===== src/rtl/pmem_arbiter.sv =====
// Round-robin arbiter sharing one program-memory read port among several icache miss ports.
// One miss is in flight at a time; each response is returned as a one-cycle ready pulse.
module pmem_arbiter #(
  parameter int NUM_CONSUMERS = 4,
  parameter int ADDR_BITS     = 8,
  parameter int DATA_BITS     = 16
) (
  input  logic                               clk,
  input  logic                               reset,
  input  logic [NUM_CONSUMERS-1:0]           consumer_read_valid,
  input  logic [NUM_CONSUMERS*ADDR_BITS-1:0] consumer_read_address,
  output logic [NUM_CONSUMERS-1:0]           consumer_read_ready,
  output logic [NUM_CONSUMERS*DATA_BITS-1:0] consumer_read_data,
  output logic                               mem_read_valid,
  output logic [ADDR_BITS-1:0]               mem_read_address,
  input  logic                               mem_read_ready,
  input  logic [DATA_BITS-1:0]               mem_read_data
);

  localparam int GW = $clog2(NUM_CONSUMERS);

  typedef enum logic [1:0] {IDLE, WAITING, RELAY} state_t;

  state_t          state_reg;
  logic [GW-1:0]   grant_reg;
  logic [GW-1:0]   rr_reg;
  logic            hit_next;
  logic [GW-1:0]   pick_next;
  logic [GW-1:0]   rr_next;
  logic [ADDR_BITS-1:0] addr_slice [NUM_CONSUMERS];

  for (genvar gi = 0; gi < NUM_CONSUMERS; gi++) begin : g_addr_slice
    assign addr_slice[gi] = consumer_read_address[gi*ADDR_BITS +: ADDR_BITS];
  end

  // Scan from the farthest offset back to rr so the nearest requester wins.
  always_comb begin : search
    int idx;
    idx       = 0;
    hit_next  = 1'b0;
    pick_next = '0;
    for (int off = NUM_CONSUMERS - 1; off >= 0; off--) begin
      idx = int'(rr_reg) + off;
      if (idx >= NUM_CONSUMERS) idx = idx - NUM_CONSUMERS;
      if (consumer_read_valid[idx]) begin
        hit_next  = 1'b1;
        pick_next = GW'(idx);
      end
    end
    rr_next = (pick_next == GW'(NUM_CONSUMERS - 1)) ? '0 : pick_next + 1'b1;
  end

  always_ff @(posedge clk) begin
    if (reset) begin
      state_reg           <= IDLE;
      grant_reg           <= '0;
      rr_reg              <= '0;
      mem_read_valid      <= 1'b0;
      mem_read_address    <= '0;
      consumer_read_ready <= '0;
      consumer_read_data  <= '0;
    end else begin
      case (state_reg)
        IDLE: begin
          if (hit_next) begin
            grant_reg        <= pick_next;
            rr_reg           <= rr_next;
            mem_read_valid   <= 1'b1;
            mem_read_address <= addr_slice[pick_next];
            state_reg        <= WAITING;
          end
        end
        WAITING: begin
          if (mem_read_ready) begin
            mem_read_valid                                         <= 1'b0;
            consumer_read_data[int'(grant_reg)*DATA_BITS +: DATA_BITS] <= mem_read_data;
            consumer_read_ready[grant_reg]                         <= 1'b1;
            state_reg                                              <= RELAY;
          end
        end
        RELAY: begin
          // Hold off re-arbitration one cycle: the served cache drops valid on this edge.
          consumer_read_ready <= '0;
          state_reg           <= IDLE;
        end
        default: state_reg <= IDLE;
      endcase
    end
  end

endmodule


===== config.mk =====
export PLATFORM = sky130hd
export DESIGN_NAME = pmem_arbiter
export DESIGN_NICKNAME = d
export VERILOG_FILES = /design/src/rtl/pmem_arbiter.sv
export SDC_FILE = /design/constraint.sdc
export NUM_CORES = 1
export LEC_CHECK = 0
export ABC_AREA = 0
export CORE_MARGIN = 1.5
export CORE_UTILIZATION = 30
export CTS_CLUSTER_DIAMETER = 50
export DETAILED_ROUTE_END_ITERATION = 6
export PLACE_DENSITY = 0.61
export SYNTH_ARGS = -nofsm -noshare
export SYNTH_HDL_FRONTEND = slang
export SYNTH_SLANG_ARGS = --single-unit
export TNS_END_PERCENT = 100

===== constraint.sdc =====
create_clock -name clk -period 3 [get_ports clk]
set_input_delay 0.3 -clock clk [delete_from_list [all_inputs] [get_ports clk]]
set_output_delay 0.3 -clock clk [all_outputs]
set_load 0.01 [all_outputs]

==> impl_metrics.yaml, run 1 <==
synth:
  synth_top_area_cell: "dfxtp_1"
  synth_seq_cells: 83
  synth_edf_count: 0
  synth_area_um2: 3460
  synth_cell_type_count: 37
  ys_top_cells_by_area: "dfxtp_1, a21oi_1, nand3_1, nand2_1, mux2i_1"
  async_flop_share_pct: 0
  netlist.area_leader.share_pct: 48.1
  synth-seq-area-share_pct: 48.1
  synth_nets: 468
  netlist_top_cells_count: "dfxtp_1, nand2_1, a21oi_1"
  synthCells: 406
  synth_area_per_cell_um2: 8.51
  yosysMostFrequentCell: "dfxtp_1"
  synth_ff_type: "dfxtp_1"
  synth_warnings: 0
place:
  portBuffers: 131
  gp_congestion: 0.777
  dp_cells: 656
  post-dp-hpwl_um: 7600
setup_path:
  cp_cell_sequence: "inv_1, ha_1, nor2b_1, and2_1, nand3_1, a21oi_1"
  crit_fanout: 15
  cpPeakStageDelay_ps: 510
  critPathKind: "flop to flop"
  end_kind: "flop"
  cp.required_ps: 3260
  path_buf_inv: 1
  critPathTopFamily: "simple AND/OR/NAND/NOR gates"
  critPathSlowestCell: "and2_1"
  cp.arrival_ps: 2340
  worstSetupStartpointType: "flop"
floorplan:
  ioPinCount: 132
  fp.dieArea_um2: 12200
  initial_core_util_pct: 30.5
  die_w_um: 110
  die_h_um: 110
  rows: 39
  coreArea_um2: 11300
global_routing:
  grt_pass1_wl_um: 15700
  grt_pass1_vias: 3145
  grt_max_degree: 40
  antenna_found_initial: 0
  grt.total_usage_pct: 17.0
  grt_overflow: 0
route:
  antenna_left: 0
  drt_iter0_markers: 154
  drc: 0
  first_pass_iters: 4
  viasPerCell: 4.95
  routedWlPerCell_um: 15.2
  vias: 3321
  wl_um: 10200
clocking:
  clkLatencyLatePin_ps: 330
  cts-resized-gates: 0
  cts_setup_buffers: 0
  root_buffer: "clkbuf_16"
  ctsHoldBuffers: 0
  clock_path_buffers: 2
  numCtsBuffers: 9
  cts_tree: "yes"
  htree_levels: 3
  numClockSinks: 83
  clk_pin_slew_ps: 60
cells_and_area:
  reg.largest.list: "consumer_read_data x64, mem_read_address x8, consumer_read_ready x4"
  final_nets: 586
  diodes: 0
  drive_gt1_share_pct: 5.11
  fin_cells: 671
  largest_reg_flops: 64
  largest-register: "consumer_read_data"
  n_fill_cell: 1159
  area_growth_pct: 48.3
power_and_ir_drop:
  p_leak_nw: 1.72
  power_density_nw_per_um2: 520
  ir_worst_vdd_mv: 0.212
timing:
  timing.fmax_ghz: 0.480
  skew_ps: 8.66
  final.setup.tns_ps: 0
  finalSetupViolCount: 0
  rsz0062_at_grt: "false"
  drv_slew: 0
  slew_headroom_pct: 56.8
  fin_crit_ps: 2080
  hold_viol_final: 0
  tightest_slew_ps: 642
  finalCritPeriodShare_pct: 69.4
job:
  maxCapViolations: 0
run_status:
  status: "finished clean"
worst_hold_path:
  holdCritPathClass: "input port to flop"
layout by cell type (no fill, tap or decap), types with 8 or more instances in the layout:
cell	synthesis	final
clkbuf_16	0	9
a21oi_1	71	71
clkdlybuf4s50_1	0	130
mux2i_1	17	17
dfxtp_1	83	83
nand3_1	62	62
nand2_1	73	73
o221ai_1	8	8
nor2_1	8	8
nand3b_1	8	8
worst paths after layout:
check                                       startpoint                endpoint  slack (ps)  depth (start not counted)
worst min register to register  consumer_read_data[23]  consumer_read_data[23]         450                          2
worst max register to register            grant_reg[0]  consumer_read_data[17]         920                          6
worst min-delay path                             reset          mem_read_valid         280                          2
worst max-delay path                      grant_reg[0]  consumer_read_data[17]         920                          6
power breakdown:
part,leakage (nW),total (W),switching [W],internal (W)
Sequential,0.672,0.00117,0.0000299,0.00114
Combinational,0.907,0.000407,0.000205,0.000202
Clock,0.142,0.00109,0.000423,0.000663
kinds of logic (layout without fill, tap and decap cells):
kind of cell / Yosys count / count (layout) / synth area share (%)
AOI/OAI and AO/OA: 88 / 88 / 14.6
xor gates and xnor gates: 1 / 1 / 0.253
adders and majority gates: 7 / 7 / 2.53
buffers and inverters: 35 / 157 / 5.18
DFF: 83 / 83 / 48.1
muxes: 17 / 17 / 4.92
and+or+nand+nor: 175 / 175 / 24.4
per-stage QoR:
step	setup WS, ps	total power [W]	hold slack, ps	utilization, %	area [µm²]
2_1_floorplan	1090	0.00141	417	-	3460
5_1_grt	700	0.00280	303	45.3	5120
3_5_place_dp	768	0.00161	446	42.7	4830
3_3_place_gp	810	0.00160	439	42.7	4830
6_report	917	0.00266	281	45.3	5120
4_1_cts	928	0.00270	276	45.3	5120
final cells by class:
type	instances	area [µm²]	area share, %
clock buffer	11	243	4.74
clock inverter	4	51.3	1.00
inverter	4	15.0	0.293
multi-input combinational	288	1620	31.5
sequential	83	1660	32.4
tap	143	179	3.49
timing repair buffer	138	1360	26.5
layer usage:
| metal | track usage, % | share of wire [%] | up-vias |
|---|---|---|---|
| li1 | - | - | 1652 |
| met1 | 20.2 | 42 | 1541 |
| met2 | 28.8 | 48 | 126 |
| met3 | 5.88 | 9.5 | 2 |
| met4 | 4.95 | 0.098 | 0 |
| met5 | 0 | 0 | - |
Power figures use the tool's default switching activity.
==> run 2, diff against run 1 <==
==> constraint.sdc (replaced) <==
create_clock -name clk -period 2.1 [get_ports clk]
set_input_delay 0.21 -clock clk [delete_from_list [all_inputs] [get_ports clk]]
set_output_delay 0.21 -clock clk [all_outputs]
set_load 0.01 [all_outputs]
==> impl_metrics.yaml, run 2 (synthesis results as in run 1) <==
worst_hold_path:
  min_from: "reset"
  holdCritPathClass: "input port to flop"
floorplan:
  fp.dieArea_um2: 12200
  die_h_um: 110
  ioPinCount: 132
  coreArea_um2: 11300
  initial_core_util_pct: 30.5
  die_w_um: 110
  rows: 39
route:
  wl_um: 10200
  drc: 0
  vias: 3354
  routedWlPerCell_um: 15.1
  antenna_left: 0
  viasPerCell: 4.94
  drt_iter0_markers: 125
  first_pass_iters: 5
timing:
  fin_crit_ps: 1710
  finalSetupViolCount: 0
  tightest_slew_ps: 603
  finalCritPeriodShare_pct: 81.4
  hold_viol_final: 0
  slew_headroom_pct: 59.5
  skew_ps: 6.26
  final.setup.tns_ps: 0
  rsz0062_at_grt: "false"
  drv_slew: 0
  timing.fmax_ghz: 0.585
global_routing:
  grt_pass1_vias: 3207
  grt_overflow: 0
  grt.total_usage_pct: 17.1
  antenna_found_initial: 0
  grt_max_degree: 76
  grt_pass1_wl_um: 16100
setup_path:
  cpPeakStageDelay_ps: 450
  cp.arrival_ps: 1910
  cp.required_ps: 2300
  worstSetupStartpointType: "flop"
  reg2reg_from: "rr_reg[1]"
  end_kind: "flop"
  critPathSlowestCell: "dfxtp_1"
  path_buf_inv: 0
  critPathKind: "flop to flop"
  crit_path_start: "rr_reg[1]"
  critPathTopFamily: "compound AO/OA/AOI/OAI gates"
  crit_fanout: 8
  cp_cell_sequence: "mux2i_1, nor2_1, a311oi_2, nand2b_1, o221ai_1"
clocking:
  numClockSinks: 83
  cts-resized-gates: 0
  clock_path_buffers: 2
  cts_tree: "yes"
  clkLatencyLatePin_ps: 330
  clk_pin_slew_ps: 60
  numCtsBuffers: 9
  ctsHoldBuffers: 0
  root_buffer: "clkbuf_16"
  cts_setup_buffers: 0
  htree_levels: 3
place:
  post-dp-hpwl_um: 7490
  dp_cells: 664
  gp_congestion: 0.776
  portBuffers: 131
  place_area_um2: 4910
cells_and_area:
  final_nets: 594
  largest-register: "consumer_read_data"
  fin_cells: 679
  area_growth_pct: 51.0
  mostFrequentLayoutCell: "clkdlybuf4s50_1"
  largest_reg_flops: 64
  final_cell_mix: "clkdlybuf4s50_1, dfxtp_1, nand2_1, a21oi_1, nand3_1"
  drive_gt1_share_pct: 6.53
  final_area_um2: 5220
  reg.largest.list: "consumer_read_data x64, mem_read_address x8, consumer_read_ready x4"
  diodes: 0
job:
  maxCapViolations: 0
power_and_ir_drop:
  power_density_nw_per_um2: 745
  p_leak_nw: 1.77
  ir_worst_vdd_mv: 0.490
run_status:
  status: "finished clean"
run 2: changes by cell type in the layout (fill, tap and decap cells not counted), sizes merged:
cell    previous run  this run
buf                8        16
clkinv             2         0
clkbuf            11        12
inv                4         5
run 2: final timing paths:
path	endpoint	slack, ps	cells past startpoint
worst max-delay path	mem_read_address[4]	390	5
worst min-delay path	mem_read_address[1]	300	3
worst max register to register	mem_read_address[4]	390	5
worst min register to register	consumer_read_data[51]	450	2
run 2: through the flow:
stage	utilization [%]	hold WS [ps]	total power, W	worst slack, ps
2_1_floorplan	-	327	0.00202	194
3_3_place_gp	43.4	438	0.00231	189
3_5_place_dp	43.4	445	0.00232	113
4_1_cts	46.1	301	0.00393	362
5_1_grt	46.1	324	0.00406	218
6_report	46.1	303	0.00389	391
run 2: final cells by class:
type	count	area, µm²
sequential	83	1660
clock inverter	3	46.3
fill	1128	6100
clock buffer	12	256
inverter	4	15.0
timing repair buffer	146	1440
multi-input combinational	288	1620
tap	143	179
run 2: metal layers:
metal	global-route usage, %	vias to the layer above	share of wire [%]
met1	21.3	1541	43
li1	-	1667	-
met4	3.48	0	0.54
met2	29.5	140	48
met5	0	-	0
met3	4.82	6	8.2
run 2: report_power, final:
| group | switching (W) | internal, W | leakage [nW] |
|---|---|---|---|
| Combinational | 0.000305 | 0.000309 | 0.957 |
| Sequential | 0.0000392 | 0.00163 | 0.672 |
| Clock | 0.000620 | 0.000985 | 0.145 |
| Total | 0.000964 | 0.00292 | 1.77 |
run 2: tightest hold or removal path, cell delays in order:
cell	delay (ps)
buf_2	160
nand3b_1	170
o221ai_1	60
==> run 3, diff against run 2 <==
--- a/config.mk
+++ b/config.mk
@@ -10,7 +10,7 @@
 export CORE_UTILIZATION = 30
 export CTS_CLUSTER_DIAMETER = 50
 export DETAILED_ROUTE_END_ITERATION = 6
-export PLACE_DENSITY = 0.61
+export PLACE_DENSITY = 0.64
 export SYNTH_ARGS = -nofsm -noshare
 export SYNTH_HDL_FRONTEND = slang
 export SYNTH_SLANG_ARGS = --single-unit
==> constraint.sdc (replaced) <==
create_clock -name clk -period 1.5 [get_ports clk]
set_input_delay 0.15 -clock clk [delete_from_list [all_inputs] [get_ports clk]]
set_output_delay 0.15 -clock clk [all_outputs]
set_load 0.01 [all_outputs]
==> impl_metrics.yaml, run 3 (synthesis results as in run 1) <==
timing:
  hold_viol_final: 0
  tightest_slew_ps: 384
  slew_headroom_pct: 74.2
  skew_ps: 4.04
  worst_slack_ps: -35.0
  drv_slew: 0
  holdWs_ps: 160
  fin_crit_ps: 1530
  finalSetupViolCount: 4
  rsz0062_at_grt: "true"
  finalCritPeriodShare_pct: 102
  timing.fmax_ghz: 0.651
setup_path:
  cp.arrival_ps: 1790
  cp.required_ps: 1750
  worstSetupStartpointType: "input port"
  critPathKind: "input port to flop"
  critPathSlowestCell: "clkdlybuf4s50_1"
  crit_fanout: 8
  critPathTopFamily: "buffers and inverters"
  cpPeakStageDelay_ps: 570
  path_buf_inv: 3
  end_kind: "flop"
  cp_cell_sequence: "clkdlybuf4s50_1, a21oi_2, o21ai_1, o2bb2a_4, clkbuf_16, buf_6, xnor2_2, a211oi_2"
run_status:
  violations: "negative setup slack"
  status: "finished, violations left"
clocking:
  clkLatencyLatePin_ps: 330
  htree_levels: 3
  clk_pin_slew_ps: 60
  numClockSinks: 83
  root_buffer: "clkbuf_16"
  cts_tree: "yes"
  clock_path_buffers: 2
  ctsHoldBuffers: 0
  numCtsBuffers: 9
cells_and_area:
  reg.largest.list: "consumer_read_data x64, mem_read_address x8, consumer_read_ready x4"
  largest_reg_flops: 64
  drive_gt1_share_pct: 16.6
  final_area_um2: 5650
  diodes: 0
  area_growth_pct: 63.4
  final_cell_mix: "clkdlybuf4s50_1, dfxtp_1, nand2_1, a21oi_1, nand3_1"
  mostFrequentLayoutCell: "clkdlybuf4s50_1"
  multiInputGateArea_um2: 1820
  n_fill_cell: 1069
  fin_cells: 698
  final_nets: 612
  largest-register: "consumer_read_data"
  post-route-util_pct: 49.9
  seq_area_um2: 1670
route:
  drc: 0
  first_pass_iters: 5
  routedWlPerCell_um: 15.3
  drt_iter0_markers: 197
  antenna_left: 0
  wl_um: 10600
  vias: 3536
  viasPerCell: 5.07
place:
  gp_congestion: 0.789
  post-dp-hpwl_um: 7570
  dp_cells: 676
  place_area_um2: 5100
  portBuffers: 131
worst_hold_path:
  holdCritPathClass: "input port to flop"
floorplan:
  fp.dieArea_um2: 12200
  coreArea_um2: 11300
  rows: 39
  die_w_um: 110
  initial_core_util_pct: 30.5
  die_h_um: 110
  ioPinCount: 132
global_routing:
  grt_overflow: 0
  grt_pass1_wl_um: 15800
  grt_pass1_vias: 3234
  grt_max_degree: 38
  antenna_found_initial: 0
  grt.total_usage_pct: 16.8
power_and_ir_drop:
  cell_internal_pwr_w: 0.00402
  p_leak_nw: 1.91
  combPwrFrac_pct: 20.3
  power_density_nw_per_um2: 978
  p_clk_share_pct: 37.2
  power.switching_w: 0.00150
  ir_worst_vdd_mv: 0.578
  switching_share_pct: 27.2
  power_frac_seq_pct: 42.5
job:
  maxCapViolations: 0
run 3: changes by cell type in the layout (fill, tap and decap cells not counted), sizes merged:
cell,before,now
buf,16,31
clkinvlp,1,4
and3b,2,3
bufinv,1,0
clkbuf,12,11
clkinv,0,1
inv,5,6
run 3: metrics by stage:
step                TNS, ps  worst slack [ps]  power, W
floorplan              -401             -24.8   0.00288
finish                -68.6             -35.0   0.00552
global placement     -16430              -259   0.00330
detailed placement   -17270              -343   0.00332
CTS                    -117             -26.5   0.00542
global route           -491             -54.4   0.00578
run 3: worst paths after layout:
path,endpoint,cells after the start,slack [ps],from
max,rr_reg[1],8,-30,consumer_read_valid[0]
min,rr_reg[1],2,160,reset
max reg2reg,mem_read_address[2],6,-20,rr_reg[1]
min reg2reg,consumer_read_data[36],2,450,consumer_read_data[36]
run 3: cell type report:
type                            count  area share, %
Clock buffer                        9           3.99
Clock inverter                      7          0.931
Multi-Input combinational cell    289           32.2
Tap cell                          143           3.17
Timing Repair Buffer              163           29.8
Inverter                            4          0.355
Sequential cell                    83           29.6
run 3: metal layers:
layer	routed length, µm	track usage (%)	vias up
li1	-	-	1707
met1	4320	20.7	1664
met2	5270	29.0	153
met3	927	4.94	12
met4	128	3.57	0
met5	0	0	-
run 3: power by group through the flow:
stage / sequential [W] / clock [W] / combinational, W
floorplan: 0.00241 / 0 / 0.000467
global placement: 0.00239 / 0 / 0.000916
detailed placement: 0.00239 / 0 / 0.000934
CTS: 0.00234 / 0.00212 / 0.000964
global route: 0.00236 / 0.00223 / 0.00119
finish: 0.00235 / 0.00205 / 0.00112
run 3: what timing repair did:
item,CTS,global route
setup buffers,0,3
pin swaps,7,7
resized for setup,9,35
endpoints found under the setup margin,35,55
gates cloned,0,3
